<file path="config.mk">
export PLATFORM = sky130hd
export DESIGN_NAME = bcd_ascii_streamer_flat
export DESIGN_NICKNAME = d
export VERILOG_FILES = /design/src/rtl/bcd_ascii_streamer_if.sv /design/src/rtl/bcd_ascii_streamer.sv /design/src/flat_wrapper.sv
export SDC_FILE = /design/constraint.sdc
export NUM_CORES = 1
export LEC_CHECK = 0
export CAP_MARGIN = 10
export CORE_MARGIN = 4
export CORE_UTILIZATION = 54
export DETAILED_ROUTE_END_ITERATION = 10
export GPL_TIMING_DRIVEN = 0
export HOLD_SLACK_MARGIN = 0.03
export PLACE_DENSITY_LB_ADDON = 0.1
export SLEW_MARGIN = 30
export SYNTH_ARGS = -nofsm -noshare
export SYNTH_HDL_FRONTEND = slang
export SYNTH_SLANG_ARGS = --single-unit
</file>
<file path="constraint.sdc">
create_clock -name CLK -period 5.2 [get_ports CLK]
set_clock_uncertainty 0.1 [all_clocks]
set_input_delay 0.52 -clock CLK [delete_from_list [all_inputs] [get_ports CLK]]
set_output_delay 0.52 -clock CLK [all_outputs]
set_load 0.01 [all_outputs]
</file>
<file path="src/rtl/bcd_ascii_streamer_if.sv">
// Character-stream bundle for bcd_ascii_streamer: frame request, packed digits,
// the ASCII valid/ready stream and frame status.
interface bcd_ascii_streamer_if #(
    parameter int DIGITS = 8
);
    // Handshake: a character moves only on a rising edge where Ascii_valid and
    // Ascii_ready are both 1; the source holds Ascii_out stable until then.
    logic                  Start;
    logic [4*DIGITS-1:0]   Bcd_in;
    logic [7:0]            Ascii_out;
    logic                  Ascii_valid;
    logic                  Ascii_ready;
    logic                  Busy;
    logic                  Done;
    logic                  Err;

    modport master (
        output Start, Bcd_in, Ascii_ready,
        input  Ascii_out, Ascii_valid, Busy, Done, Err
    );

    modport slave (
        input  Start, Bcd_in, Ascii_ready,
        output Ascii_out, Ascii_valid, Busy, Done, Err
    );
endinterface

</file>
<file path="src/rtl/bcd_ascii_streamer.sv">
// Streams a latched frame of BCD digits as ASCII characters, MSD first.
// Define BCD_ASCII_CRLF_EN to append CR, LF to every frame.
module bcd_ascii_streamer #(
    parameter int DIGITS   = 8,
    parameter int BLANK_LZ = 1,
    parameter int HEX_MODE = 0
) (
    input  logic                 CLK,
    input  logic                 RST,
    bcd_ascii_streamer_if.slave  bus,
    output logic [1:0]           state_dbg
);
    localparam int IDXW = (DIGITS > 1) ? $clog2(DIGITS) : 1;
    localparam logic ONE_DIGIT = (DIGITS == 1);

    typedef enum logic [1:0] {
        S_IDLE = 2'd0,
        S_SEND = 2'd1,
`ifdef BCD_ASCII_CRLF_EN
        S_TERM = 2'd2,
`endif
        S_FIN  = 2'd3
    } state_t;

    state_t              state;
    logic [4*DIGITS-1:0] shadow;
    logic [IDXW-1:0]     idx;
    logic                seen_nz;
    logic [7:0]          ascii_q;
    logic                valid_q;
    logic                busy_q;
    logic                done_q;
    logic                err_q;
`ifdef BCD_ASCII_CRLF_EN
    logic                lf_phase;
`endif

    // Returns {invalid, character}; invalid nibbles count as nonzero for blanking.
    function automatic logic [8:0] map_nibble(input logic [3:0] nib,
                                              input logic seen,
                                              input logic last);
        logic [8:0] r;
        r = '0;
        if (nib == 4'd0 && !seen && BLANK_LZ != 0 && !last)
            r = {1'b0, 8'd32};
        else if (nib < 4'd10)
            r = {1'b0, 8'd48 + {4'd0, nib}};
        else if (HEX_MODE != 0)
            r = {1'b0, 8'd55 + {4'd0, nib}};
        else
            r = {1'b1, 8'd63};
        return r;
    endfunction

    logic [3:0]      first_nib;
    logic [8:0]      first_map;
    logic [IDXW-1:0] idx_next;
    logic [3:0]      next_nib;
    logic [8:0]      next_map;

    always_comb begin
        first_nib = bus.Bcd_in[4*DIGITS-1 -: 4];
        first_map = map_nibble(first_nib, 1'b0, ONE_DIGIT);
        idx_next  = idx - 1'b1;
        next_nib  = shadow[{idx_next, 2'b00} +: 4];
        next_map  = map_nibble(next_nib, seen_nz, (idx_next == '0));
    end

    always_ff @(posedge CLK) begin
        if (RST) begin
            state    <= S_IDLE;
            shadow   <= '0;
            idx      <= '0;
            seen_nz  <= 1'b0;
            ascii_q  <= 8'd0;
            valid_q  <= 1'b0;
            busy_q   <= 1'b0;
            done_q   <= 1'b0;
            err_q    <= 1'b0;
`ifdef BCD_ASCII_CRLF_EN
            lf_phase <= 1'b0;
`endif
        end else begin
            done_q <= 1'b0;
            case (state)
                S_IDLE: begin
                    if (bus.Start) begin
                        // The first character comes straight from Bcd_in so it is valid next cycle.
                        shadow  <= bus.Bcd_in;
                        idx     <= IDXW'(DIGITS - 1);
                        ascii_q <= first_map[7:0];
                        err_q   <= first_map[8];
                        seen_nz <= (first_nib != 4'd0);
                        valid_q <= 1'b1;
                        busy_q  <= 1'b1;
                        state   <= S_SEND;
                    end
                end
                S_SEND: begin
                    if (valid_q && bus.Ascii_ready) begin
                        if (idx == '0) begin
`ifdef BCD_ASCII_CRLF_EN
                            ascii_q  <= 8'd13;
                            lf_phase <= 1'b0;
                            state    <= S_TERM;
`else
                            valid_q <= 1'b0;
                            busy_q  <= 1'b0;
                            done_q  <= 1'b1;
                            state   <= S_FIN;
`endif
                        end else begin
                            ascii_q <= next_map[7:0];
                            err_q   <= err_q | next_map[8];
                            seen_nz <= seen_nz | (next_nib != 4'd0);
                            idx     <= idx_next;
                        end
                    end
                end
`ifdef BCD_ASCII_CRLF_EN
                S_TERM: begin
                    if (valid_q && bus.Ascii_ready) begin
                        if (!lf_phase) begin
                            ascii_q  <= 8'd10;
                            lf_phase <= 1'b1;
                        end else begin
                            valid_q <= 1'b0;
                            busy_q  <= 1'b0;
                            done_q  <= 1'b1;
                            state   <= S_FIN;
                        end
                    end
                end
`endif
                S_FIN: state <= S_IDLE;
                default: state <= S_IDLE;
            endcase
        end
    end

    assign bus.Ascii_out   = ascii_q;
    assign bus.Ascii_valid = valid_q;
    assign bus.Busy        = busy_q;
    assign bus.Done        = done_q;
    assign bus.Err         = err_q;
    assign state_dbg       = state;
endmodule

</file>
<file path="src/flat_wrapper.sv">
// flat-port wrapper written by rule: the top's interface ports become plain ports
module bcd_ascii_streamer_flat 
#(
    parameter int DIGITS   = 8,
    parameter int BLANK_LZ = 1,
    parameter int HEX_MODE = 0
)
  (CLK, RST, state_dbg, bus_Start, bus_Bcd_in, bus_Ascii_ready, bus_Ascii_out, bus_Ascii_valid, bus_Busy, bus_Done, bus_Err);
  bcd_ascii_streamer_if #(.DIGITS(DIGITS)) bus_i ();
  input  logic CLK;
  input  logic RST;
  output logic [1:0] state_dbg;
  input wire logic [$bits(bus_i.Start)-1:0] bus_Start;
  input wire logic [$bits(bus_i.Bcd_in)-1:0] bus_Bcd_in;
  input wire logic [$bits(bus_i.Ascii_ready)-1:0] bus_Ascii_ready;
  output wire logic [$bits(bus_i.Ascii_out)-1:0] bus_Ascii_out;
  output wire logic [$bits(bus_i.Ascii_valid)-1:0] bus_Ascii_valid;
  output wire logic [$bits(bus_i.Busy)-1:0] bus_Busy;
  output wire logic [$bits(bus_i.Done)-1:0] bus_Done;
  output wire logic [$bits(bus_i.Err)-1:0] bus_Err;
  assign bus_i.Start = bus_Start;
  assign bus_i.Bcd_in = bus_Bcd_in;
  assign bus_i.Ascii_ready = bus_Ascii_ready;
  assign bus_Ascii_out = bus_i.Ascii_out;
  assign bus_Ascii_valid = bus_i.Ascii_valid;
  assign bus_Busy = bus_i.Busy;
  assign bus_Done = bus_i.Done;
  assign bus_Err = bus_i.Err;
  bcd_ascii_streamer #(.DIGITS(DIGITS), .BLANK_LZ(BLANK_LZ), .HEX_MODE(HEX_MODE)) u_core (.CLK(CLK), .RST(RST), .bus(bus_i), .state_dbg(state_dbg));
endmodule
</file>
==> results.json, run 1 <==
{
  "grt_pass1_vias": 1852,
  "area_delta_synth_final_pct": 27.4,
  "synth_top_area_frac": 0.424,
  "ys_seq_elements": 47,
  "ys_async_sr_fraction": 0,
  "hold_viol_final": 0,
  "grt_max_degree": 14,
  "place.gp.congestion": 0.935,
  "postCtsHoldBufs": 0,
  "vdd_ir_drop_max_uv": 233,
  "p_sw_uw": 227,
  "p_leak_uw": 0.00108,
  "wl_um": 5330,
  "cts_resized": 0,
  "r2r-start": "u_core.idx[0]",
  "clockBufferDepth": 2,
  "tns_ns": 0,
  "max_freq_mhz": 357,
  "clock-sinks": 47,
  "timing.rr.end": "u_core.bus.Ascii_out[4]",
  "cts.clk_slew.worst_paths_ns": 0.08,
  "min_to": "u_core.bus.Ascii_out[1]",
  "core_um2": 4000,
  "synth_edf_count": 0,
  "die_w_um": 72.1,
  "setup_violations": 0,
  "drtIter0Drc": 136,
  "worst_slew_pin_slew_ns": 0.799,
  "avgViaCountPerCell": 5.54,
  "yosys_warnings": 0,
  "drc_errors": 0,
  "cts_buffers": 5,
  "endpoint_kind": "register",
  "detail-route-antenna-nets": 0,
  "avgRoutedWirePerCell_um": 14.9,
  "initial_core_util": 0.555,
  "power_density_nw_per_um2": 285,
  "rsz0062_at_grt": "false",
  "hold_path.class": "input port to register",
  "drive_gt1_frac": 0.0879,
  "hp-start": "RST",
  "maxSlewHeadroom": 0.463,
  "layout_common_cells": "nand2_1, dfxtp_1, clkdlybuf4s50_1",
  "cts_setup_buffers": 0,
  "reg2reg_depth": 8,
  "mostFrequentLayoutCell": "nand2_1",
  "clockRootBuffer": "clkbuf_8",
  "rrSetupSlack_ns": 2.40,
  "netlist_area_um2": 2220,
  "critPathKind": "register to register",
  "die_y_um": 72.1,
  "yosysTopAreaCell": "dfxtp_1",
  "synth_area_leaders": "dfxtp_1, nand2_1, a21oi_1, mux4_1, nor2_1",
  "overflow": 0,
  "power_frac_clock": 0.262,
  "num-fill-cells": 339,
  "cp.required_ns": 5.29,
  "outcome": "finished, final reports clean",
  "grt_pass1_wl_um": 8400,
  "start_kind": "register",
  "dieArea_um2": 5200,
  "combinationalPowerShare": 0.240,
  "track_usage": 0.210,
  "p_sw_frac": 0.282,
  "crit_arrival_ns": 2.90,
  "holdPathStages": 2,
  "num_rows": 23,
  "min_period_over_period": 0.539,
  "maxCapViolCount": 0,
  "intPower_uw": 579,
  "io_buffer_count": 46,
  "synth_cells": 252,
  "maxSlewViolCount": 0,
  "fin_nets": 345,
  "yosysSeqAreaShare": 0.424,
  "first_pass_iters": 5,
  "seq_power_share": 0.498,
  "final_util": 0.707,
  "grt_antenna_before_repair": 0,
  "hpwlAfterDp_um": 4000,
  "yosysUniqueCellTypes": 34,
  "num_vias": 1979,
  "cts_tree": "yes",
  "avgSynthCellArea_um2": 8.81,
  "instances_no_fill": 357,
  "ys.flop_type": "dfxtp_1",
  "num_antenna_cells": 0,
  "insertion_delay_ns": 0.30,
  "finalCriticalPeriod_ns": 2.80,
  "h-tree-depth": 2,
  "num_io_pins": 50,
  "dp_cells": 349,
  "worst-path-max-fanout": 9
}
## metal layers
metal  share of wire  up-vias  track usage
met1            0.43      938        0.253
met5               0        -            0
met3           0.055        4       0.0512
met2            0.50       53        0.370
li1                -      984            -
met4          0.0062        0       0.0585
## worst max-delay path by stage
stage | start | endpoint | slack [ns] | depth (start not counted)
CTS | u_core.idx[0] | u_core.bus.Ascii_out[4] | 2.40 | 8
global route | u_core.idx[0] | u_core.bus.Ascii_out[4] | 2.31 | 8
finish | u_core.idx[0] | u_core.bus.Ascii_out[4] | 2.40 | 8
global placement | u_core.idx[0] | u_core.bus.Ascii_out[4] | 2.49 | 8
floorplan | u_core.idx[0] | u_core.bus.Ascii_out[4] | 2.83 | 8
detailed placement | u_core.idx[0] | u_core.bus.Ascii_out[4] | 2.43 | 8
## synth_stat cells, types with 4 or more instances
cell type,number
clkbuf_8,4
clkbuf_1,11
nand2_1,68
mux2i_1,6
mux4_1,5
nor2_1,18
nor3_1,6
a2111oi_0,4
dfxtp_1,47
a21oi_1,38
## cell type report
class / instances / area [um2] / area share
multi-input combinational: 184 / 1140 / 0.404
inverter: 3 / 11.3 / 0.00398
buffer: 19 / 130 / 0.0460
sequential: 47 / 941 / 0.333
timing repair buffer: 46 / 460 / 0.163
clock inverter: 1 / 5.00 / 0.00177
tap: 50 / 62.6 / 0.0221
clock buffer: 7 / 76.3 / 0.0270
## through the flow
step                worst slack, ns  hold slack, ns  instance area (um2)  power [uW]
finish                         2.40           0.355                 2830         805
global route                   2.31           0.352                 2830         848
CTS                            2.40           0.349                 2830         808
detailed placement             2.43           0.345                 2750         602
global placement               2.49           0.340                 2750         598
floorplan                      2.83           0.332                 2220         529
## logic make-up (layout without fill, tap and decap cells)
kind of cell,after synthesis,count (layout),share of synthesized area
multiplexers,14,14,0.117
flip-flops,47,47,0.424
buffers and inverters,22,76,0.0637
other,1,2,0.00169
adder cells (fa/ha/maj),3,3,0.0169
AO/OA/AOI/OAI,57,57,0.162
AND/OR/NAND/NOR,106,106,0.203
XOR/XNOR,2,2,0.0113
## sequential cells by signal, summed over array words and instances, names as in the netlist
| signal | flops |
|---|---|
| u_core.shadow | 32 |
| u_core.bus.Ascii_out | 6 |
| u_core.idx | 3 |
| u_core.state_dbg | 2 |
| u_core.bus.Ascii_valid | 1 |
| u_core.bus.Done | 1 |
| u_core.bus.Err | 1 |
| u_core.seen_nz | 1 |
## critical path, cell delays in order (launching register included)
cell and delay, ns:
dfxtp_1 0.38, clkbuf_8 0.20, inv_1 0.13, ha_1 0.32, clkbuf_8 0.16, mux4_2 0.51, mux2i_1 0.41, nand4b_1 0.20
o221a_2 0.28
## power by group through the flow
stage / clock [uW] / sequential, uW / combinational (uW)
floorplan: 0 / 407 / 121
finish: 211 / 401 / 194
detailed placement: 0 / 409 / 193
global placement: 0 / 409 / 190
global route: 234 / 405 / 209
CTS: 213 / 401 / 194
No activity file was read; power rests on OpenSTA's default activity.
==> run 2, diff against run 1 <==
- CORE_UTILIZATION: 54 -> 50
- clock period: 5.2 -> 2.7 ns (I/O delays scaled with it)
==> run 2 against run 1 <==
- die area up 7.1%
- critical endpoint is now u_core.bus.Ascii_out[0]
- routed wire length increased by 6.2%
- sequential share of layout area is 1.6 points lower
==> results.json, run 2 (synthesis results as in run 1) <==
{
  "power_frac_clock": 0.275,
  "drc_errors": 0,
  "setup_violations": 0,
  "maxSlewHeadroom": 0.400,
  "cts_tree": "yes",
  "whs_ns": 0.0997,
  "dpl-instance-area_um2": 2750,
  "die_y_um": 74.6,
  "intPower_uw": 1200,
  "grt_antenna_before_repair": 0,
  "grt_pass1_wl_um": 8490,
  "area_delta_synth_final_pct": 33.8,
  "power_density_nw_per_um2": 564,
  "crit_end": "u_core.bus.Ascii_out[0]",
  "seq_power_share": 0.463,
  "drive_gt1_frac": 0.140,
  "num-fill-cells": 363,
  "insertion_delay_ns": 0.30,
  "startpoint": "u_core.idx[0]",
  "die_w_um": 74.6,
  "largest_reg_flops": 32,
  "cts_buffers": 5,
  "detail-route-antenna-nets": 0,
  "instances_no_fill": 364,
  "num_antenna_cells": 0,
  "clockRootBuffer": "clkbuf_8",
  "dp_cells": 349,
  "cts.clk_slew.worst_paths_ns": 0.09,
  "track_usage": 0.204,
  "place.gp.congestion": 0.915,
  "max_freq_mhz": 380,
  "fin_nets": 352,
  "avgRoutedWirePerCell_um": 15.6,
  "worst_slew_pin_slew_ns": 0.894,
  "final.setup.worst_slack_ns": 0.0652,
  "crit_arrival_ns": 2.74,
  "mostFrequentLayoutCell": "nand2_1",
  "core_um2": 4140,
  "wl_um": 5660,
  "p_sw_uw": 470,
  "r2r-start": "u_core.idx[0]",
  "grt_max_degree": 14,
  "layout_common_cells": "nand2_1, dfxtp_1, clkdlybuf4s50_1",
  "reg2reg_depth": 9,
  "h-tree-depth": 2,
  "drtIter0Drc": 92,
  "worst-path-max-fanout": 10,
  "hold_viol_final": 0,
  "clockBufferDepth": 2,
  "hold_path.class": "input port to register",
  "p_sw_frac": 0.281,
  "cp.required_ns": 2.81,
  "overflow": 0,
  "timing.rr.end": "u_core.bus.Ascii_out[0]",
  "dieArea_um2": 5570,
  "io_buffer_count": 46,
  "num_io_pins": 50,
  "num_rows": 23,
  "postCtsHoldBufs": 0,
  "start_kind": "register",
  "first_pass_iters": 4,
  "endpoint_kind": "register",
  "avgViaCountPerCell": 5.48,
  "num_vias": 1993,
  "initial_core_util": 0.536,
  "min_period_over_period": 0.976,
  "p_leak_uw": 0.00113,
  "outcome": "finished, final reports clean",
  "finalCriticalPeriod_ns": 2.63,
  "largest_register": "u_core.shadow",
  "finish.instance_area_um2": 2970,
  "hpwlAfterDp_um": 4050,
  "rrSetupSlack_ns": 0.07,
  "critPathKind": "register to register",
  "place_ws_ns": -0.0378,
  "combinationalPowerShare": 0.263,
  "vdd_ir_drop_max_uv": 435,
  "tns_ns": 0,
  "clock-sinks": 47,
  "maxCapViolCount": 0,
  "maxSlewViolCount": 0,
  "grt_pass1_vias": 1740
}
## run 2: worst min-delay path by stage
stage                            startpoint  slack, ns  cells past startpoint                       to
after global routing                    RST        0.1                      2  u_core.bus.Ascii_out[2]
after floorplan               bus_Bcd_in[0]       0.31                      2         u_core.shadow[0]
after global placement    u_core.shadow[16]       0.34                      2        u_core.shadow[16]
after CTS                               RST        0.1                      2  u_core.bus.Ascii_out[2]
after detailed placement  u_core.shadow[16]       0.35                      2        u_core.shadow[16]
final                                   RST        0.1                      2  u_core.bus.Ascii_out[2]
## run 2: metrics by stage
stage | power [uW] | utilization
after floorplan | 1020 | -
after global placement | 1150 | 0.663
after detailed placement | 1160 | 0.663
after CTS | 1620 | 0.688
after global routing | 1750 | 0.716
final | 1670 | 0.716
## run 2: timing repair
item	CTS	global route
gates resized for setup	2	14
pin swaps	0	1
setup endpoints to repair	3	7
hold endpoints to repair	0	0
buffers inserted	0	7
## run 2: power by group through the flow
stage	logic [uW]	clock network [uW]	registers (uW)
final	440	460	774
after CTS	379	467	772
after global placement	367	0	786
after detailed placement	373	0	788
after global routing	476	496	779
after floorplan	234	0	785
## run 2: cell type report
cell class / instances / area, um2 / area share
buffer: 19 / 131 / 0.0442
clock buffer: 8 / 100 / 0.0337
tap: 50 / 62.6 / 0.0211
timing repair buffer: 53 / 513 / 0.173
sequential: 47 / 941 / 0.317
multi-input combinational: 184 / 1210 / 0.406
inverter: 3 / 15.0 / 0.00506
## run 2: layer usage
metal | vias up | part of all wire | track usage
li1 | 998 | - | -
met1 | 922 | 0.45 | 0.276
met2 | 59 | 0.48 | 0.325
met3 | 14 | 0.052 | 0.0360
met4 | 0 | 0.024 | 0.0810
met5 | - | 0 | 0
## run 2: worst max-delay path, cell delays in order (launching register included)
cell and delay, ns:
dfxtp_1 0.37, buf_8 0.17, clkinvlp_4 0.15, ha_1 0.33
clkbuf_8 0.17, clkbuf_8 0.17, a2111oi_2 0.36, nor4_2 0.12
or2_2 0.32, a311oi_1 0.28
